`config.mk`:
```
export PLATFORM = sky130hd
export DESIGN_NAME = frac_lut_k_cell
export DESIGN_NICKNAME = d
export VERILOG_FILES = /design/src/rtl/frac_lut_pkg.sv /design/src/rtl/frac_lut_cfg_chain.sv /design/src/rtl/frac_lut_k_cell.sv
export SDC_FILE = /design/constraint.sdc
export NUM_CORES = 1
export LEC_CHECK = 0
export ABC_CLOCK_PERIOD_IN_PS = 3000
export CORE_MARGIN = 2
export CORE_UTILIZATION = 45
export DETAILED_ROUTE_END_ITERATION = 16
export MAX_ROUTING_LAYER = met4
export PLACE_DENSITY_LB_ADDON = 0.3
export SLEW_MARGIN = 15
export SYNTH_ARGS = -nofsm -noshare
export SYNTH_HDL_FRONTEND = slang
export SYNTH_SLANG_ARGS = --single-unit
```
`constraint.sdc`:
```
create_clock -name prog_clk -period 3 [get_ports prog_clk]
set_input_delay 0.6 -clock prog_clk [delete_from_list [all_inputs] [get_ports prog_clk]]
set_output_delay 0.6 -clock prog_clk [all_outputs]
set_load 0.02 [all_outputs]
```
`src/rtl/frac_lut_pkg.sv`:
```
// Shared types and field-offset helpers for the fracturable LUT-K cell.
// No ports; imported by frac_lut_cfg_chain and frac_lut_k_cell.
package frac_lut_pkg;

    typedef enum logic [1:0] {
        UNCONF     = 2'd0,
        LOADING    = 2'd1,
        CONFIGURED = 2'd2,
        ERROR      = 2'd3
    } cfg_state_e;

    // Chain length: LUT mask + mode bit + two reg_sel bits.
    function automatic int cfg_bits(input int k);
        return (1 << k) + 3;
    endfunction

    function automatic int mode_idx(input int k);
        return 1 << k;
    endfunction

    function automatic int reg_sel_idx(input int k, input int n);
        return (1 << k) + 1 + n;
    endfunction

endpackage

```
`src/rtl/frac_lut_cfg_chain.sv`:
```
// Scan-loaded configuration chain with bit counter and load-status FSM.
// Ports:
//   prog_clk_i   clock
//   pReset_i     synchronous active-high reset
//   ccff_en_i    shift enable
//   ccff_head_i  serial data in (lands in cfg[0])
//   cfg_o        parallel configuration bits
//   state_o      current load state
//   ccff_tail_o  serial data out, cfg[CFG_BITS-1]
//   cfg_done_o   registered: state is CONFIGURED
//   cfg_err_o    registered: state is ERROR (sticky until reset)
//
// state      | meaning
// -----------+--------------------------------------------------
// UNCONF     | after reset, no bit shifted yet
// LOADING    | some bits shifted, fewer than CFG_BITS
// CONFIGURED | exactly CFG_BITS bits shifted, cell is live
// ERROR      | shifted past CFG_BITS, held until reset
module frac_lut_cfg_chain
    import frac_lut_pkg::*;
#(
    parameter int K = 4,
    localparam int CFG_BITS = cfg_bits(K)
) (
    input  logic                prog_clk_i,
    input  logic                pReset_i,
    input  logic                ccff_en_i,
    input  logic                ccff_head_i,
    output logic [CFG_BITS-1:0] cfg_o,
    output cfg_state_e          state_o,
    output logic                ccff_tail_o,
    output logic                cfg_done_o,
    output logic                cfg_err_o
);

    localparam int CNT_W = $clog2(CFG_BITS + 1);
    localparam logic [CNT_W-1:0] CNT_MAX  = CNT_W'(CFG_BITS);
    localparam logic [CNT_W-1:0] CNT_LAST = CNT_W'(CFG_BITS - 1);

    logic [CFG_BITS-1:0] cfg_q, cfg_d;
    logic [CNT_W-1:0]    cnt_q, cnt_d;
    cfg_state_e          state_q, state_d;
    logic                done_q, err_q;

    always_comb begin
        cfg_d   = cfg_q;
        cnt_d   = cnt_q;
        state_d = state_q;
        if (ccff_en_i) begin
            cfg_d = {cfg_q[CFG_BITS-2:0], ccff_head_i};
            if (cnt_q != CNT_MAX) begin
                cnt_d = cnt_q + CNT_W'(1);
            end
            unique case (state_q)
                UNCONF:     state_d = LOADING;
                // The shift that brings the count to CFG_BITS completes the load.
                LOADING:    state_d = (cnt_q == CNT_LAST) ? CONFIGURED : LOADING;
                CONFIGURED: state_d = ERROR;
                ERROR:      state_d = ERROR;
                default:    state_d = ERROR;
            endcase
        end
    end

    always_ff @(posedge prog_clk_i) begin
        if (pReset_i) begin
            cfg_q   <= '0;
            cnt_q   <= '0;
            state_q <= UNCONF;
            done_q  <= 1'b0;
            err_q   <= 1'b0;
        end else begin
            cfg_q   <= cfg_d;
            cnt_q   <= cnt_d;
            state_q <= state_d;
            done_q  <= (state_d == CONFIGURED);
            err_q   <= (state_d == ERROR);
        end
    end

    assign cfg_o       = cfg_q;
    assign state_o     = state_q;
    assign ccff_tail_o = cfg_q[CFG_BITS-1];
    assign cfg_done_o  = done_q;
    assign cfg_err_o   = err_q;

endmodule

```
`src/rtl/frac_lut_k_cell.sv`:
```
// Fracturable LUT-K logic cell: config chain, LUT decode, optional output flops.
// Ports:
//   prog_clk        clock for chain and output flops
//   pReset          synchronous active-high reset
//   ccff_en         config shift enable
//   ccff_head       serial config in
//   frac_logic_in   LUT inputs, bit 0 = mask index LSB
//   ff_en           output flop capture enable
//   frac_logic_out  two logic outputs (combinational or registered per reg_sel)
//   ccff_tail       serial config out
//   cfg_done        cell fully configured
//   cfg_err         sticky over-shift flag
module frac_lut_k_cell
    import frac_lut_pkg::*;
#(
    parameter int K = 4
) (
    input  logic         prog_clk,
    input  logic         pReset,
    input  logic         ccff_en,
    input  logic         ccff_head,
    input  logic [K-1:0] frac_logic_in,
    input  logic         ff_en,
    output logic [1:0]   frac_logic_out,
    output logic         ccff_tail,
    output logic         cfg_done,
    output logic         cfg_err
);

    localparam int CFG_BITS = cfg_bits(K);
    localparam int MASK_W   = 1 << K;

    if (K < 3 || K > 8) begin : g_bad_k
        $error("frac_lut_k_cell: K must be in 3..8");
    end

    logic [CFG_BITS-1:0] cfg;
    cfg_state_e          state;

    frac_lut_cfg_chain #(.K(K)) u_chain (
        .prog_clk_i  (prog_clk),
        .pReset_i    (pReset),
        .ccff_en_i   (ccff_en),
        .ccff_head_i (ccff_head),
        .cfg_o       (cfg),
        .state_o     (state),
        .ccff_tail_o (ccff_tail),
        .cfg_done_o  (cfg_done),
        .cfg_err_o   (cfg_err)
    );

    logic [MASK_W-1:0] mask;
    logic              mode;
    logic [1:0]        reg_sel;
    logic [K-2:0]      idx_lo;
    logic              lo, hi, lutk, live;
    logic [1:0]        c;
    logic [1:0]        r_q, r_d;

    assign mask       = cfg[MASK_W-1:0];
    assign mode       = cfg[mode_idx(K)];
    assign reg_sel[0] = cfg[reg_sel_idx(K, 0)];
    assign reg_sel[1] = cfg[reg_sel_idx(K, 1)];
    assign live       = (state == CONFIGURED);

    // lo/hi are the two half-LUTs sharing the low K-1 inputs; the top input
    // only steers the full-width function, so hi ignores it.
    assign idx_lo = frac_logic_in[K-2:0];
    assign lo     = mask[{1'b0, idx_lo}];
    assign hi     = mask[{1'b1, idx_lo}];
    assign lutk   = frac_logic_in[K-1] ? hi : lo;
    assign c      = {hi, (mode ? lo : lutk)};

    always_comb begin
        r_d = r_q;
        if (!live) begin
            r_d = '0;
        end else if (ff_en) begin
            r_d = c;
        end
    end

    always_ff @(posedge prog_clk) begin
        if (pReset) begin
            r_q <= '0;
        end else begin
            r_q <= r_d;
        end
    end

    always_comb begin
        frac_logic_out = '0;
        if (live) begin
            frac_logic_out[0] = reg_sel[0] ? r_q[0] : c[0];
            frac_logic_out[1] = reg_sel[1] ? r_q[1] : c[1];
        end
    end

endmodule

```
Word level (Yosys, flattened, before mapping) --
Index checks and enable logic that the tools add are counted.
Operators by class: add/sub/neg operators 1, bitwise gates (word level) 1, reductions and logical operators 4, equal/unequal tests 7, mux-type cells 12, order comparisons 2
Operators by type and width (count):
- 2-bit equality test (second input constant) | 4
- 1-bit binary-select mux with 3-bit select | 2
- 1-bit 2-to-1 mux | 6
- 2-bit 2-to-1 mux | 3
- 2-bit one-hot mux with 3 select lines | 1
- 5-bit by 1-bit adder with 5-bit output (second input constant) | 1
- 5-bit equality test (second input constant) | 1
- 3-bit by 5-bit less-than comparator with 1-bit output (second input constant) | 1
- 4-bit by 5-bit less-than comparator with 1-bit output (second input constant) | 1
- 5-bit inequality test (second input constant) | 1
- 2-bit OR reduction | 2
- 2-bit by 1-bit equality test with 1-bit output (second input constant) | 1
- 2-bit logical NOT | 1
- 2-bit AND reduction | 1
- 1-bit inverter | 1
Word-level totals: flip-flop bits (word level) 30, word-level logic and storage cells 33, output and inout bits 5

Logic depth before layout (Yosys ltp) --
depth in word-level cells 6, depth in mapped cells 5, mapped depth without buffers 5

Modules after synthesis --
Synthesis repeated with hierarchy kept, for this count alone.
Unflattened totals: cells, all modules 134, area total of the unflattened synthesis 1352.5 sq um
By module, submodules not included:
- frac_lut_cfg_chain | area each 1073.5 sq um, cells each 104, times used 1
- frac_lut_k_cell | area each 279.0 sq um, cells each 30, times used 1

Worst setup path before layout --
OpenSTA, ideal clock, no wires.
kind input port to output port, start input frac_logic_in[0], end output frac_logic_out[0], cell stages on the path 5, path buffers 1, path slack 600 ps, arrival time 1800 ps, required time 2400 ps, cell sequence buf_6 -> mux4_2 -> mux2i_4 -> nor2_1 -> o31a_1
Between the ends: cells in the longest elaborated chain, start to end 6
RTL lines:
- start, declared | RTL line frac_lut_k_cell.sv:22 | input logic [K-1:0] frac_logic_in,
- 1-bit binary-select mux with 3-bit select (on tied branches) | RTL line frac_lut_k_cell.sv:69, frac_lut_k_cell.sv:70
- 1-bit 2-to-1 mux (on tied branches) | RTL line frac_lut_k_cell.sv:69, frac_lut_k_cell.sv:70
- 1-bit 2-to-1 mux | RTL line frac_lut_k_cell.sv:71 | assign lutk = frac_logic_in[K-1] ? hi : lo;
- 1-bit 2-to-1 mux * | RTL line frac_lut_k_cell.sv:72 | assign c = {hi, (mode ? lo : lutk)};
- 1-bit 2-to-1 mux * | RTL line frac_lut_k_cell.sv:94 | frac_logic_out[0] = reg_sel[0] ? r_q[0] : c[0];
- 2-bit 2-to-1 mux * | RTL line frac_lut_k_cell.sv:93 | if (live) begin
- end, declared | RTL line frac_lut_k_cell.sv:24 | output logic [1:0] frac_logic_out,
Every way passes the cells marked *; elsewhere a longest branch is shown, timed or not. The select of a mux whose other input is x is not followed.

Worst setup path in the final report --
start input frac_logic_in[2], end output frac_logic_out[0]
Same word-level chain as after synthesis.

==> impl_metrics.json <==
{
  "clk_latency_ns": 0.32,
  "dr.first_iter.drc_count": 56,
  "post-cts-setup-buffer-count": 0,
  "mean_syn_cell_area_sq_um": 9.952,
  "initial_antenna_violation_count": 0,
  "synthDistinctLibCells": 30,
  "final.period_utilization_pct": 96.47,
  "worst_voltage_drop_across_the_vdd_grid_mv": 0.4111,
  "grt_start_max_net_pins": 23,
  "number_of_placement_rows": 19,
  "drive_gt1_share_pct": 10.74,
  "synth_fp_nets": 142,
  "tns_ns": 0,
  "leftover_overflow_at_the_end_of_global_routing": 0,
  "critPathLaunchType": "primary input",
  "chipWidth_microns": 57.83,
  "hold-path-cell-count": 2,
  "fmax_mhz": 345.5,
  "synthAdderAreaFrac_pct": 1.919,
  "final_cell_count_no_fill": 180,
  "syn_to_final_growth_pct": 19.00,
  "placement.io_buffers": 13,
  "core_region_area_sq_um": 2758,
  "outcome": "complete, no violations",
  "dieHeight_microns": 57.83,
  "yosys.cell_count.top_type": "sky130_fd_sc_hd__nor2_1",
  "post-route-drc-count": 0,
  "tightest_slew_ns": 0.5159,
  "count_of_flip_flops_with_a_built_in_enable_after_synthesis": 0,
  "root_buffer": "sky130_fd_sc_hd__clkbuf_4",
  "tritoncts.num_buffers": 5,
  "gpl.final_weighted_congestion": 0.7246,
  "first_pass_iters": 5,
  "place.detailed.instances": 173,
  "synth_top_cell_area_share_pct": 46.07,
  "crit_arrival_ns": 2.29,
  "synth-async-reset-ratio_pct": 0,
  "timing.reg2reg.worst_path_depth": 4,
  "synthesis.instances": 131,
  "most_area_consuming_cells_after_synthesis": "sky130_fd_sc_hd__dfxtp_1 (46%), sky130_fd_sc_hd__mux2i_1 (18%), sky130_fd_sc_hd__nor2_1 (9.2%)",
  "floorplan.die_area_sq_um": 3344,
  "clk_pin_slew_worst_paths_ns": 0.09,
  "setup_viol": 0,
  "hold_viol_final": 0,
  "timing.setup.critical_path_class": "primary input to output port",
  "p_per_area_nw_per_um2": 510.3,
  "totalWireLength_mm": 2.347,
  "xor_and_xnor_fraction_of_the_mapped_netlist_area_pct": 2.015,
  "route.detailed.vias_per_inst": 5.317,
  "ios": 14,
  "synth-seq-cells": 30,
  "average_wire_per_standard_cell_microns": 13.04,
  "clock_path_buffers": 2,
  "synth_top_family_by_area": "multiplexers",
  "first_global_vias": 903,
  "ys.flop_type": "sky130_fd_sc_hd__dfxtp_1",
  "ys.warnings.count": 0,
  "commonest_cells_in_the_netlist": "sky130_fd_sc_hd__nor2_1 (32), sky130_fd_sc_hd__dfxtp_1 (30), sky130_fd_sc_hd__mux2i_1 (24)",
  "groute.usage.overall_pct": 16.52,
  "worst_hold_path_class": "flip-flop to flip-flop",
  "end_kind": "output port",
  "post_synth_and_or_nand_nor_area_fraction_pct": 14.97,
  "rsz_0062_raised_after_global_routing": "no",
  "worst_clock_skew_on_the_final_layout_ns": 0.01317,
  "post-synth-top-area-cell": "sky130_fd_sc_hd__dfxtp_1",
  "mappedNetlistArea_sq_um": 1304,
  "critical_path_peak_fanout": 3,
  "cts-htree-levels": 2,
  "detailedPlacementHpwl_mm": 1.714,
  "count_of_vias_placed_by_the_detailed_router": 957,
  "muxShareOfSynthArea_pct": 23.61,
  "drv_cap": 0,
  "leak_pwr_nw": 0.6628,
  "global_route_wire_length_before_repair_mm": 3.926,
  "antenna_cells_inserted": 0,
  "numClockSinks": 30,
  "slew_headroom_pct": 65.50,
  "synth_sequential_area_ratio_pct": 46.07,
  "synth-compound-area-share_pct": 6.910,
  "clock_tree_from_tritoncts": "yes",
  "floorplan.initialDensity_pct": 47.28,
  "min_period_ns": 2.894,
  "ant_nets": 0,
  "slew_limit_fails": 0,
  "layout.nets": 160,
  "timing.critical_path.required_ns": 2.40
}
sequential cells by signal, indices dropped and copies added, names as in the netlist, named ones only:
| signal | flops |
|---|---|
| u_chain.cfg_err_o | 1 |
| u_chain.cnt_q | 5 |
| r_q | 2 |
| u_chain.cfg_done_o | 1 |
| u_chain.state_o | 1 |
| u_chain.cfg_o | 19 |
layout make-up:
cell class	instances	area, sq um
clock buffers	6	51.30
clock inverters	1	30.03
fillers	251	1206
inverters	6	22.52
multi-input cells	88	644.4
flip-flops and latches	30	600.6
well taps	31	38.79
repair buffers	18	163.9
per-layer routing:
metal  wire (microns)  vias to the layer above  track usage, %
met3              153                        5           7.589
met2              987                       24           22.40
met5                0                        -               -
met1             1164                      445           21.13
li1                 -                      483               -
met4               42                        0           6.977
what timing repair did:
action / in CTS / in global routing
hold buffers: 0 / 0
endpoints found under the hold margin: 0 / 0
setup endpoints to repair: 2 / 0
gates resized for setup: 3 / 0
layout by cell type (no fill, tap or decap), types with 3 or more instances in the layout:
cell type / instances
sky130_fd_sc_hd__dfxtp_1: 30
sky130_fd_sc_hd__clkbuf_4: 5
sky130_fd_sc_hd__clkdlybuf4s50_1: 10
sky130_fd_sc_hd__buf_4: 5
sky130_fd_sc_hd__nand4_1: 3
sky130_fd_sc_hd__a21oi_1: 3
sky130_fd_sc_hd__inv_1: 6
sky130_fd_sc_hd__mux2i_1: 24
sky130_fd_sc_hd__nor2_1: 32
sky130_fd_sc_hd__dlygate4sd2_1: 3
final timing paths:
path         slack (ns)         startpoint                 to
min reg2reg        0.50          flip-flop  u_chain.cfg_err_o
min                0.50          flip-flop  u_chain.cfg_err_o
max                0.11   frac_logic_in[2]  frac_logic_out[0]
max reg2reg        1.55  u_chain.cfg_o[15]             r_q[0]
worst max-delay path, cell delays in order:
cell	delay, ns
sky130_fd_sc_hd__clkdlybuf4s50_1	0.53
sky130_fd_sc_hd__mux4_2	0.34
sky130_fd_sc_hd__mux2i_4	0.16
sky130_fd_sc_hd__nor2_1	0.07
sky130_fd_sc_hd__o31a_1	0.27
sky130_fd_sc_hd__dlygate4sd2_1	0.32
through the flow:
step	power (mW)	hold WS (ns)	util [%]	cell area (sq um)	setup slack [ns]
2_1_floorplan	0.4556	0.4572	-	1304	0.5996
3_3_place_gp	0.4743	0.4700	53.45	1474	-0.3148
3_5_place_dp	0.4773	0.4879	53.45	1474	-0.3276
4_1_cts	0.7984	0.5017	56.26	1551	0.1009
5_1_grt	0.8217	0.5350	56.26	1551	0.04167
6_report	0.7918	0.4963	56.26	1551	0.1060
cell families (layout without fill, tap and decap cells):
logic type               after synthesis  count (layout)
AND/OR/NAND/NOR                       44              44
AO/OA/AOI/OAI                         12              12
XOR/XNOR                               3               3
flip-flops                            30              30
buffers and inverters                 13              31
adder cells (fa/ha/maj)                2               2
multiplexers                          27              27
report_power, final:
group / total, mW / internal [mW] / switching [mW]
registers: 0.408 / 0.403 / 0.00471
clock network: 0.324 / 0.194 / 0.130
logic: 0.0593 / 0.0298 / 0.0295
total: 0.792 / 0.627 / 0.165
Note: power is estimated with default switching activity, not from simulation.
==> RTL change: new RTL, config.mk and constraints unchanged <==
The 4 states of `cfg_state_e` get a Gray code encoding in 2 bits.
--- a/src/rtl/frac_lut_pkg.sv
+++ b/src/rtl/frac_lut_pkg.sv
@@ -3,10 +3,10 @@
 package frac_lut_pkg;
 
     typedef enum logic [1:0] {
-        UNCONF     = 2'd0,
-        LOADING    = 2'd1,
-        CONFIGURED = 2'd2,
-        ERROR      = 2'd3
+        UNCONF     = 2'b00,
+        LOADING    = 2'b01,
+        CONFIGURED = 2'b11,
+        ERROR      = 2'b10
     } cfg_state_e;
 
     // Chain length: LUT mask + mode bit + two reg_sel bits.
Behaviour: same outputs for any inputs over 10 cycles, from zero or initial values and one cycle with pReset high; not proved beyond that.
==> RTL change against the unedited design <==
Routed wire length shrank 3.2%. Synthesized area shrank 0.86%. Global-route usage is essentially flat. Sequential cell count is the same. Register-to-register slack lost 0.04 ns. Total power shrank 10%. Worst setup slack lost 0.019 ns. Design area shrank 1.2%. Count of clock-buffer cells in the layout grew 1. Critical path depth is the same.
==> RTL change: results (changes against the unedited design) <==
met1 Use GR - 0.186 (was 0.211)
status - completed (unchanged)
clk_lat worst skew - 0.32 ns (about the same)
area occupied by multi-input gates - 646 um2 (was 644 um2)
peak supply drop - 0.353 mV (was 0.411 mV)
Internal - 0.000547 W (was 0.000627 W)
final wirelength - 2270 um (was 2350 um)
max FFs per register - 19 (unchanged)
metal1 wirelength - 1070 um (was 1160 um)
Worst-Margin Slew - 0.587 ns (was 0.516 ns)
GRT met2 Usage - 0.268 (was 0.224)
ANT cells - 0 (unchanged)
GPL Wtd Cong - 0.830 (was 0.725)
Max Clock Skew - 0.00782 ns (was 0.0132 ns)
total iterations of the first detailed-routing run - 4 (was 5)
metal2 WL - 1080 um (was 987 um)
sequential cell fraction of total power - 0.575 (was 0.515)
Setup Fix Bufs, Post-CTS - 0 (unchanged)
first-pass GRT wire length - 4050 um (was 3930 um)
grt met3 use - 0.0635 (was 0.0759)
placed inst area - 0.00147 mm2 (about the same)
register area share after synthesis - 0.465 (was 0.461)
clock-pin slew on the worst setup and hold paths - 0.08 ns
Unique masters post-synth - 32 (was 30)
Final #Nets - 158 (was 160)
ratio of cells with drive above 1 in the final layout - 0.108 (was 0.107)
vias - 927 (was 957)
Clk. pwr - 0.000243 W (was 0.000324 W)
Mapped Nets - 139 (was 142)
Detail Route Antenna Nets - 0 (unchanged)
largest cells by area after synthesis - dfxtp_1 46%, mux2i_1 18%, nor2_1 8.4% (was dfxtp_1 46%, mux2i_1 18%, nor2_1 9.2%)
DR iter-0 viols - 16 (was 56)
Total GRT Usage - 0.166 (was 0.165)
FILL cells - 242 (was 251)
I/O Buffers - 13 (unchanged)
vias in the first global route - 939 (was 903)
NetSw - 0.000163 W (was 0.000165 W)
Synth top cells by count - 30 x dfxtp_1, 29 x nor2_1, 23 x mux2i_1, 4 x inv_1, 3 x clkbuf_1 (was 32 x nor2_1, 30 x dfxtp_1, 24 x mux2i_1, 6 x inv_1)
WP data arrival - 2.31 ns (was 2.29 ns)
antenna violations before repair - 0 (unchanged)
cts bufs inserted - 5 (unchanged)
Leak - 0.645 nW (was 0.663 nW)
DPL Wire Length - 1630 um (was 1710 um)
WL met3 - 98 um (was 153 um)
largest net degree at the start of global routing - 17 (was 23)
## RTL change: what timing repair did
item | in CTS | in global routing
endpoints found under the setup margin | 2 | 1
pin swaps | 0 | 0
hold endpoints to repair | 0 | 0
hold buffers | 0 | 0
gates resized for setup | 4 | 2
## RTL change: logic make-up (layout without fill, tap and decap cells)
logic type,after synthesis,after routing,synth area share
xor gates and xnor gates,4,4,0.0271
adders and majority gates,2,2,0.0194
buffers and inverters,11,31,0.0397
DFF,30,30,0.465
and+or+nand+nor,44,44,0.156
muxes,26,26,0.229
AOI/OAI and AO/OA,11,11,0.0639
## RTL change: layout make-up
| type | instances | share of cell area |
|---|---|---|
| well taps | 31 | 0.0253 |
| repair buffers | 19 | 0.113 |
| flip-flops and latches | 30 | 0.392 |
| inverters | 4 | 0.00980 |
| multi-input cells | 87 | 0.421 |
| clock inverters | 1 | 0.00327 |
| clock buffers | 7 | 0.0359 |
## RTL change: worst max-delay path: stages
cell and delay (ns):
clkdlybuf4s50_1 0.53, mux4_2 0.34, mux2i_4 0.19, nor2_2 0.06, o31a_1 0.27, dlygate4sd2_1 0.32
## RTL change: final timing paths
check                                  from                      endpoint  slack, ns  cells past startpoint
max                        frac_logic_in[2]             frac_logic_out[0]       0.09                      6
min                                register  u_chain.cfg_err_o$_SDFF_PP0_       0.50                      2
max reg2reg  u_chain.cfg_o[11]$_SDFFE_PP0P_           r_q[0]$_SDFFE_PP0P_       1.51                      4
min reg2reg                        register  u_chain.cfg_err_o$_SDFF_PP0_       0.50                      2
## RTL change: per-stage QoR
step | setup slack (ns) | std cells | TNS, ns
after floorplan | 0.531 | 128 | 0
after global placement | -0.379 | 171 | -0.706
after detailed placement | -0.417 | 171 | -0.807
after CTS | 0.0596 | 179 | 0
after global routing | 0.0236 | 179 | 0
final | 0.0872 | 179 | 0
